===== src/rtl/odd_parity_pkg.sv =====
// Shared types and helpers for the odd-parity serial receiver.
package odd_parity_pkg;

  typedef enum logic [2:0] {
    IDLE,
    START,
    DATA,
    PARITY,
    STOP
  } rx_state_e;

  localparam int unsigned MAX_DATA_W = 16;

  // Width of a counter that must hold 0..dw inclusive.
  function automatic int unsigned bit_cnt_w(input int unsigned dw);
    return $clog2(dw + 1);
  endfunction

  // Odd parity holds when data plus parity bit carry an odd number of ones.
  function automatic logic odd_ok(input logic [MAX_DATA_W-1:0] data, input logic pbit);
    return ^{data, pbit};
  endfunction

endpackage


===== src/rtl/odd_parity_rx_sync.sv =====
// Two-flop rxd synchroniser (idle-high reset); only built when ODD_PARITY_RX_SYNC_EN is defined.
`ifdef ODD_PARITY_RX_SYNC_EN
module odd_parity_rx_sync (
  input  logic clk,
  input  logic rst_n,
  input  logic d,
  output logic q
);

  logic meta_q;

  always_ff @(posedge clk or negedge rst_n) begin
    if (!rst_n) begin
      meta_q <= 1'b1;
      q      <= 1'b1;
    end else begin
      meta_q <= d;
      q      <= meta_q;
    end
  end

endmodule
`endif


===== src/rtl/odd_parity_rx.sv =====
// Odd-parity serial receiver: start, DATA_W bits LSB first, parity, stop; valid/ready output.
// Define ODD_PARITY_RX_SYNC_EN to pass rxd through a 2-flop synchroniser (+2 cycles latency).
module odd_parity_rx
  import odd_parity_pkg::*;
#(
  parameter int unsigned DATA_W       = 8,
  parameter int unsigned CLKS_PER_BIT = 16
) (
  input  logic              clk,
  input  logic              rst_n,
  input  logic              rxd,
  output logic [DATA_W-1:0] data_out,
  output logic              data_valid,
  input  logic              data_ready,
  output logic              parity_err,
  output logic              frame_err,
  output logic              overrun,
  output logic              busy
);

  localparam int unsigned CNT_W  = $clog2(CLKS_PER_BIT);
  localparam int unsigned BCW    = bit_cnt_w(DATA_W);
  localparam int unsigned HALF_P = CLKS_PER_BIT / 2;

  logic              rxd_s;
  rx_state_e         state_q, state_d;
  logic [CNT_W-1:0]  cnt_q;
  logic [BCW-1:0]    bit_cnt_q;
  logic [DATA_W-1:0] shift_q;
  logic              pbit_q;
  logic              stop_q;
  logic              done_q;
  logic              armed_q;
  logic              mid_sample;

`ifdef ODD_PARITY_RX_SYNC_EN
  odd_parity_rx_sync u_sync (
    .clk   (clk),
    .rst_n (rst_n),
    .d     (rxd),
    .q     (rxd_s)
  );
`else
  assign rxd_s = rxd;
`endif

  // Mid-bit strobe: half a period into the start bit, then every full period.
  always_comb begin
    mid_sample = 1'b0;
    case (state_q)
      START:              mid_sample = (cnt_q == CNT_W'(HALF_P - 1));
      DATA, PARITY, STOP: mid_sample = (cnt_q == CNT_W'(CLKS_PER_BIT - 1));
      default:            mid_sample = 1'b0;
    endcase
  end

  // Next-state logic; a start is only accepted once the line has been seen high.
  always_comb begin
    state_d = state_q;
    case (state_q)
      IDLE:    if (armed_q && !rxd_s) state_d = START;
      START:   if (mid_sample) state_d = rxd_s ? IDLE : DATA;
      DATA:    if (mid_sample && (bit_cnt_q == BCW'(DATA_W - 1))) state_d = PARITY;
      PARITY:  if (mid_sample) state_d = STOP;
      STOP:    if (mid_sample) state_d = IDLE;
      default: state_d = IDLE;
    endcase
  end

  always_ff @(posedge clk or negedge rst_n) begin
    if (!rst_n) state_q <= IDLE;
    else        state_q <= state_d;
  end

  // Bit timing, deserialisation and line re-arm tracking.
  always_ff @(posedge clk or negedge rst_n) begin
    if (!rst_n) begin
      cnt_q     <= '0;
      bit_cnt_q <= '0;
      shift_q   <= '0;
      pbit_q    <= 1'b0;
      stop_q    <= 1'b0;
      done_q    <= 1'b0;
      armed_q   <= 1'b0;
    end else begin
      done_q <= 1'b0;
      if (state_q == IDLE || mid_sample) cnt_q <= '0;
      else                               cnt_q <= cnt_q + CNT_W'(1);

      case (state_q)
        IDLE: begin
          bit_cnt_q <= '0;
          if (rxd_s)        armed_q <= 1'b1;
          else if (armed_q) armed_q <= 1'b0;
        end
        START: begin
          if (mid_sample && rxd_s) armed_q <= 1'b1;
        end
        DATA: begin
          if (mid_sample) begin
            shift_q   <= (shift_q >> 1) | (DATA_W'(rxd_s) << (DATA_W - 1));
            bit_cnt_q <= bit_cnt_q + BCW'(1);
          end
        end
        PARITY: begin
          if (mid_sample) pbit_q <= rxd_s;
        end
        STOP: begin
          if (mid_sample) begin
            stop_q  <= rxd_s;
            armed_q <= rxd_s;
            done_q  <= 1'b1;
          end
        end
        default: ;
      endcase
    end
  end

  // Output word register with valid/ready handshake and sticky overrun.
  always_ff @(posedge clk or negedge rst_n) begin
    if (!rst_n) begin
      data_out   <= '0;
      data_valid <= 1'b0;
      parity_err <= 1'b0;
      frame_err  <= 1'b0;
      overrun    <= 1'b0;
      busy       <= 1'b0;
    end else begin
      busy <= (state_d != IDLE);
      if (done_q) begin
        data_out   <= shift_q;
        parity_err <= ~odd_ok(MAX_DATA_W'(shift_q), pbit_q);
        frame_err  <= ~stop_q;
        data_valid <= 1'b1;
        if (data_valid && !data_ready)     overrun <= 1'b1;
        else if (data_valid && data_ready) overrun <= 1'b0;
      end else if (data_valid && data_ready) begin
        data_valid <= 1'b0;
        overrun    <= 1'b0;
      end
    end
  end

endmodule


===== config.mk =====
export PLATFORM = sky130hd
export DESIGN_NAME = odd_parity_rx
export DESIGN_NICKNAME = d
export VERILOG_FILES = /design/src/rtl/odd_parity_pkg.sv /design/src/rtl/odd_parity_rx_sync.sv /design/src/rtl/odd_parity_rx.sv
export SDC_FILE = /design/constraint.sdc
export NUM_CORES = 1
export LEC_CHECK = 0
export ABC_CLOCK_PERIOD_IN_PS = 5400
export CAP_MARGIN = 20
export CORE_MARGIN = 2
export CORE_UTILIZATION = 55
export DETAILED_ROUTE_END_ITERATION = 16
export PLACE_DENSITY_LB_ADDON = 0.25
export SLEW_MARGIN = 20
export SYNTH_ARGS = -nofsm -noshare
export SYNTH_HDL_FRONTEND = slang
export SYNTH_SLANG_ARGS = --single-unit

===== constraint.sdc =====
create_clock -name clk -period 5.4 [get_ports clk]
set_clock_uncertainty 0.1 [all_clocks]
set_input_delay 1.08 -clock clk [delete_from_list [all_inputs] [get_ports clk]]
set_output_delay 1.08 -clock clk [all_outputs]
set_load 0.01 [all_outputs]

# Word-level counts from Yosys, hierarchy flattened
# Index checks and enable logic that the tools add are counted.
# totals
register_bits	36
in_bits	4
out_inout_bits	13
word_cells	71
# classes
addsub	2
n_eq_ne	10
n_mux	22
bitwise_logic	3
reduce_logical	20
# ops
cell	n
17-bit parity	1
3-bit two-way mux	5
3-bit one-hot mux with 5 select lines	1
1-bit two-way mux	10
4-bit by 1-bit adder with 4-bit output (second input constant)	2
4-bit by 3-bit == test with 1-bit output (second input constant)	2
4-bit two-way mux	2
7-bit by 8-bit bitwise OR with 8-bit output	1
4-bit one-hot mux with 2 select lines	1
2-bit AND reduction	4
3-bit by 2-bit == test with 1-bit output (second input constant)	2
2-bit inequality test (second input constant)	3
3-bit nonzero test	2
1-bit logical AND	5
4-bit == test (second input constant)	1
2-bit nonzero test	2
3-bit by 1-bit == test with 1-bit output (second input constant)	1
3-bit == test (second input constant)	1
3-bit zero test	1
1-bit one-hot mux with 3 select lines	1
3-bit AND reduction	1
3-bit OR reduction	1
1-bit zero test	2
2-bit two-way mux	1
3 further kinds	4

# Depth between registers and ports, before layout
# logic_depth
word_depth	7
depth_mapped	7
ltp_nobuf	5

# Worst setup path before layout
# OpenSTA, ideal clock, no wires.
# synth_path
path_type	input to register
from	input rxd
to	register busy
setup_ps	69
t_arrival_ps	1663
slack_ps	3568
path_stages	4
n_path_buf	0
path_cell_list	nand4b_1 a221oi_1 a311oi_1 nand3_1
# synth_between
elab_chain_cells	5
word_cells_on_any_way	7
# synth_rtl
item	line	text
start: declaration	odd_parity_rx.sv:11	input logic rxd,
1-bit zero test	odd_parity_rx.sv:61	IDLE: if (armed_q && !rxd_s) state_d = START;
1-bit logical AND	odd_parity_rx.sv:61	
3-bit two-way mux	odd_parity_rx.sv:61	
3-bit one-hot mux with 5 select lines *	odd_parity_rx.sv:60	case (state_q)
net state_d[1]	odd_parity_rx.sv:26	rx_state_e state_q, state_d;
3-bit nonzero test *	odd_parity_rx.sv:130	busy <= (state_d != IDLE);
end signal: assignment	odd_parity_rx.sv:130	
end: declaration	odd_parity_rx.sv:18	output logic busy
# Mark *: on every way through the listed nets, which the timed path passes. The rest lies on a longest branch.
# A chain may end at the register's enable or synchronous reset.

# Final worst setup path
# layout_path
from	register data_valid
to	output data_valid
# layout_lines
item	line	text
start: declaration	odd_parity_rx.sv:13	output logic data_valid,
start signal: assignment	odd_parity_rx.sv:124	data_valid <= 1'b0;
start signal: assignment	odd_parity_rx.sv:135	data_valid <= 1'b1;
start signal: assignment	odd_parity_rx.sv:139	data_valid <= 1'b0;
# No word-level cell between the ends.

==> results.py <==
metrics = {
    "run_status": {
        "status": "complete, no violations",
    },
    "sta": {
        "finalSetupViolations": 0,
        "tightest_slew_ps": 493.5,
        "hold_viol_final": 0,
        "period_needed_ps": 2477,
        "finalCritPeriodShare_pct": 45.87,
        "fmax_mhz": 403.7,
        "tns_ps": 0,
        "rsz0062_at_grt": "false",
        "slew_violations": 0,
        "slew-limit-headroom_pct": 67.10,
    },
    "clock_tree": {
        "post_cts_buffers": 0,
        "cts_buffers": 5,
        "cts_buffer_depth": 2,
        "cts_tree": "done",
        "cts.sinks": 36,
        "path_clk_slew_ps": 100,
        "cts_resized": 0,
        "cts_hold_buf": 0,
        "cts_root_buf": "clkbuf_4",
        "clkLatencyLatePin_ps": 340,
        "htree_levels": 2,
    },
    "pwr": {
        "irDropWorstVdd_uv": 299.9,
        "leakagePower_nw": 0.8704,
        "powerDensity_nw_per_um2": 320.1,
    },
    "worst_setup_path": {
        "cp-start-kind": "flop",
        "arrival_ps": 1300,
        "crit_slowest_cell": "clkdlybuf4s50_1",
        "path_cells": "clkdlybuf4s50_1",
        "critPathMaxFanout": 4,
        "max_stage_delay_ps": 560,
        "cp_data_required_time_ps": 4220,
        "crit_type": "reg -> out",
        "endpoint_kind": "output port",
        "worst-path-buf-inv": 1,
        "path_delay_family": "buffers and inverters",
    },
    "routing": {
        "dr.pass1.iters": 4,
        "wl_per_cell_um": 14.84,
        "avgViaCountPerCell": 5.726,
        "routed_wl_mm": 2.657,
        "drc": 0,
        "drtAntennaViolNets": 0,
        "drt_iter0_drc": 33,
        "via_count": 1025,
    },
    "grt": {
        "grt_pass1_vias": 989,
        "grt_max_degree": 37,
        "globalRouteOverflowTotal": 0,
        "grt_pass1_wl_mm": 4.657,
        "grtUsageTotal_pct": 18.89,
        "antenna_found_initial": 0,
    },
    "floorplanning": {
        "core_um2": 2781,
        "dieHeight_um": 58.40,
        "fp.dieW_um": 58.40,
        "floorplan.initialDensity_pct": 58.52,
        "row_count": 19,
        "io_pins": 17,
        "die_area_um2": 3411,
    },
    "placement": {
        "portBuffers": 16,
        "placed_area_um2": 1787,
        "dp_hpwl_mm": 1.855,
        "gp_congestion": 0.8766,
    },
    "synthesis": {
        "postSynthCellCount": 129,
        "syn_area_per_cell_um2": 12.62,
        "ys_warn_count": 0,
        "synth_seq_cells": 36,
        "syn_area_um2": 1628,
        "seq_area_frac_synth_pct": 55.34,
        "syn_nets": 135,
        "ys_types": 33,
    },
    "layout": {
        "diodes": 0,
        "fin_area_um2": 1846,
        "drive_above_1_share_pct": 18.24,
        "syn2layout_area_growth_pct": 13.37,
        "nets": 153,
    },
    "min_path": {
        "hold_class": "reg -> reg",
    },
    "flow_run": {
        "drv_cap": 0,
    },
}
[placed cells by master, fill, tap and decap left out, drive strengths merged, types with 2 or more instances in the layout]
master,Yosys,routed
xnor2,8,8
nand2,8,8
nor2,12,12
nand4,2,2
clkbuf,0,8
inv,6,6
and3,3,3
mux2,18,18
clkdlybuf4s50,0,16
o22ai,2,2
a21oi,3,3
mux2i,2,2
dfrtp,36,36
ha,2,2
nand3,3,3
a31oi,2,2
xor2,3,3
[cell usage after synthesis (all sizes together)]
cell type,number,share of area (%)
a211oi,1,0.77
a21o,1,0.46
a21oi,3,0.92
a221oi,1,0.54
a22o,1,0.54
a311oi,1,0.54
a31oi,2,0.77
and3,3,1.5
and4,1,0.54
buf,6,2.9
dfrtp,36,55
ha,2,1.5
inv,6,1.4
mux2,18,14
mux2i,2,1.2
nand2,8,1.8
nand2b,1,0.38
nand3,3,0.92
nand3b,1,0.46
nand4,2,0.77
nand4b,1,0.54
nor2,12,2.8
nor3,1,0.31
nor4bb,1,0.61
o21ai,1,0.31
o22ai,2,0.77
xnor2,8,4.3
xnor3,1,1.4
xor2,3,1.6
[sequential cells by signal (all words and copies together), names as in the netlist, named ones only]
name and count:
armed_q 1, bit_cnt_q 4, busy 1, cnt_q 4, data_out 8, data_valid 1
done_q 1, frame_err 1, parity_err 1, pbit_q 1, shift_q 8, state_q 3
stop_q 1
[report_power, final]
| group | total (W) | internal (W) | switching, W |
|---|---|---|---|
| clock | 0.000148 | 0.0000643 | 0.0000842 |
| sequential | 0.000329 | 0.000297 | 0.0000328 |
| combinational | 0.000113 | 0.0000511 | 0.0000618 |
[through the flow]
stage | utilization (%) | worst slack (ps) | power, W | hold WS [ps] | instances
4_1_cts | 66.35 | 2899 | 0.0005957 | 364.5 | 179
6_report | 66.35 | 2923 | 0.0005907 | 361.1 | 179
3_5_place_dp | 64.24 | 2878 | 0.0004476 | 350.9 | 171
3_3_place_gp | 64.24 | 2969 | 0.0004422 | 344.0 | 171
2_1_floorplan | - | 3568 | 0.0004144 | 321.9 | 129
5_1_grt | 66.35 | 2875 | 0.0006306 | 420.0 | 179
[cell type report]
| cell class | count | area, um^2 |
|---|---|---|
| clock buffers | 8 | 58.81 |
| fillers | 238 | 935.9 |
| inverters | 6 | 22.52 |
| multi-input cells | 81 | 656.9 |
| flip-flops and latches | 36 | 900.9 |
| well taps | 31 | 38.79 |
| repair buffers | 17 | 167.7 |
[layer usage]
metal	vias to the layer above	GRT usage (%)	routed length [um]
met5	-	0	0
met1	514	22.52	1133
li1	482	-	-
met4	0	8.970	69
met3	8	6.593	120
met2	21	30.66	1334
[kinds of logic after synthesis]
| group | count (synthesis) | synth area share, % |
|---|---|---|
| mux | 20 | 15.30 |
| compound gates | 13 | 5.611 |
| fa+ha+maj | 2 | 1.537 |
| buf+inv | 12 | 4.304 |
| xor+xnor | 12 | 7.302 |
| simple gates | 34 | 10.61 |
| flops | 36 | 55.34 |
[final timing paths]
| kind | startpoint | end | slack (ps) | depth (start not counted) |
|---|---|---|---|---|
| worst max-delay path | data_valid | data_valid | 2920 | 1 |
| max in group asynchronous | rst_n | bit_cnt_q[0] | 3840 | 2 |
| min in group asynchronous | rst_n | shift_q[3] | 1040 | 2 |
| worst min-delay path | stop_q | frame_err | 360 | 1 |
| worst max register to register | cnt_q[0] | shift_q[0] | 3480 | 4 |
| worst min register to register | stop_q | frame_err | 360 | 1 |
Note: power is estimated with default switching activity, not from simulation.
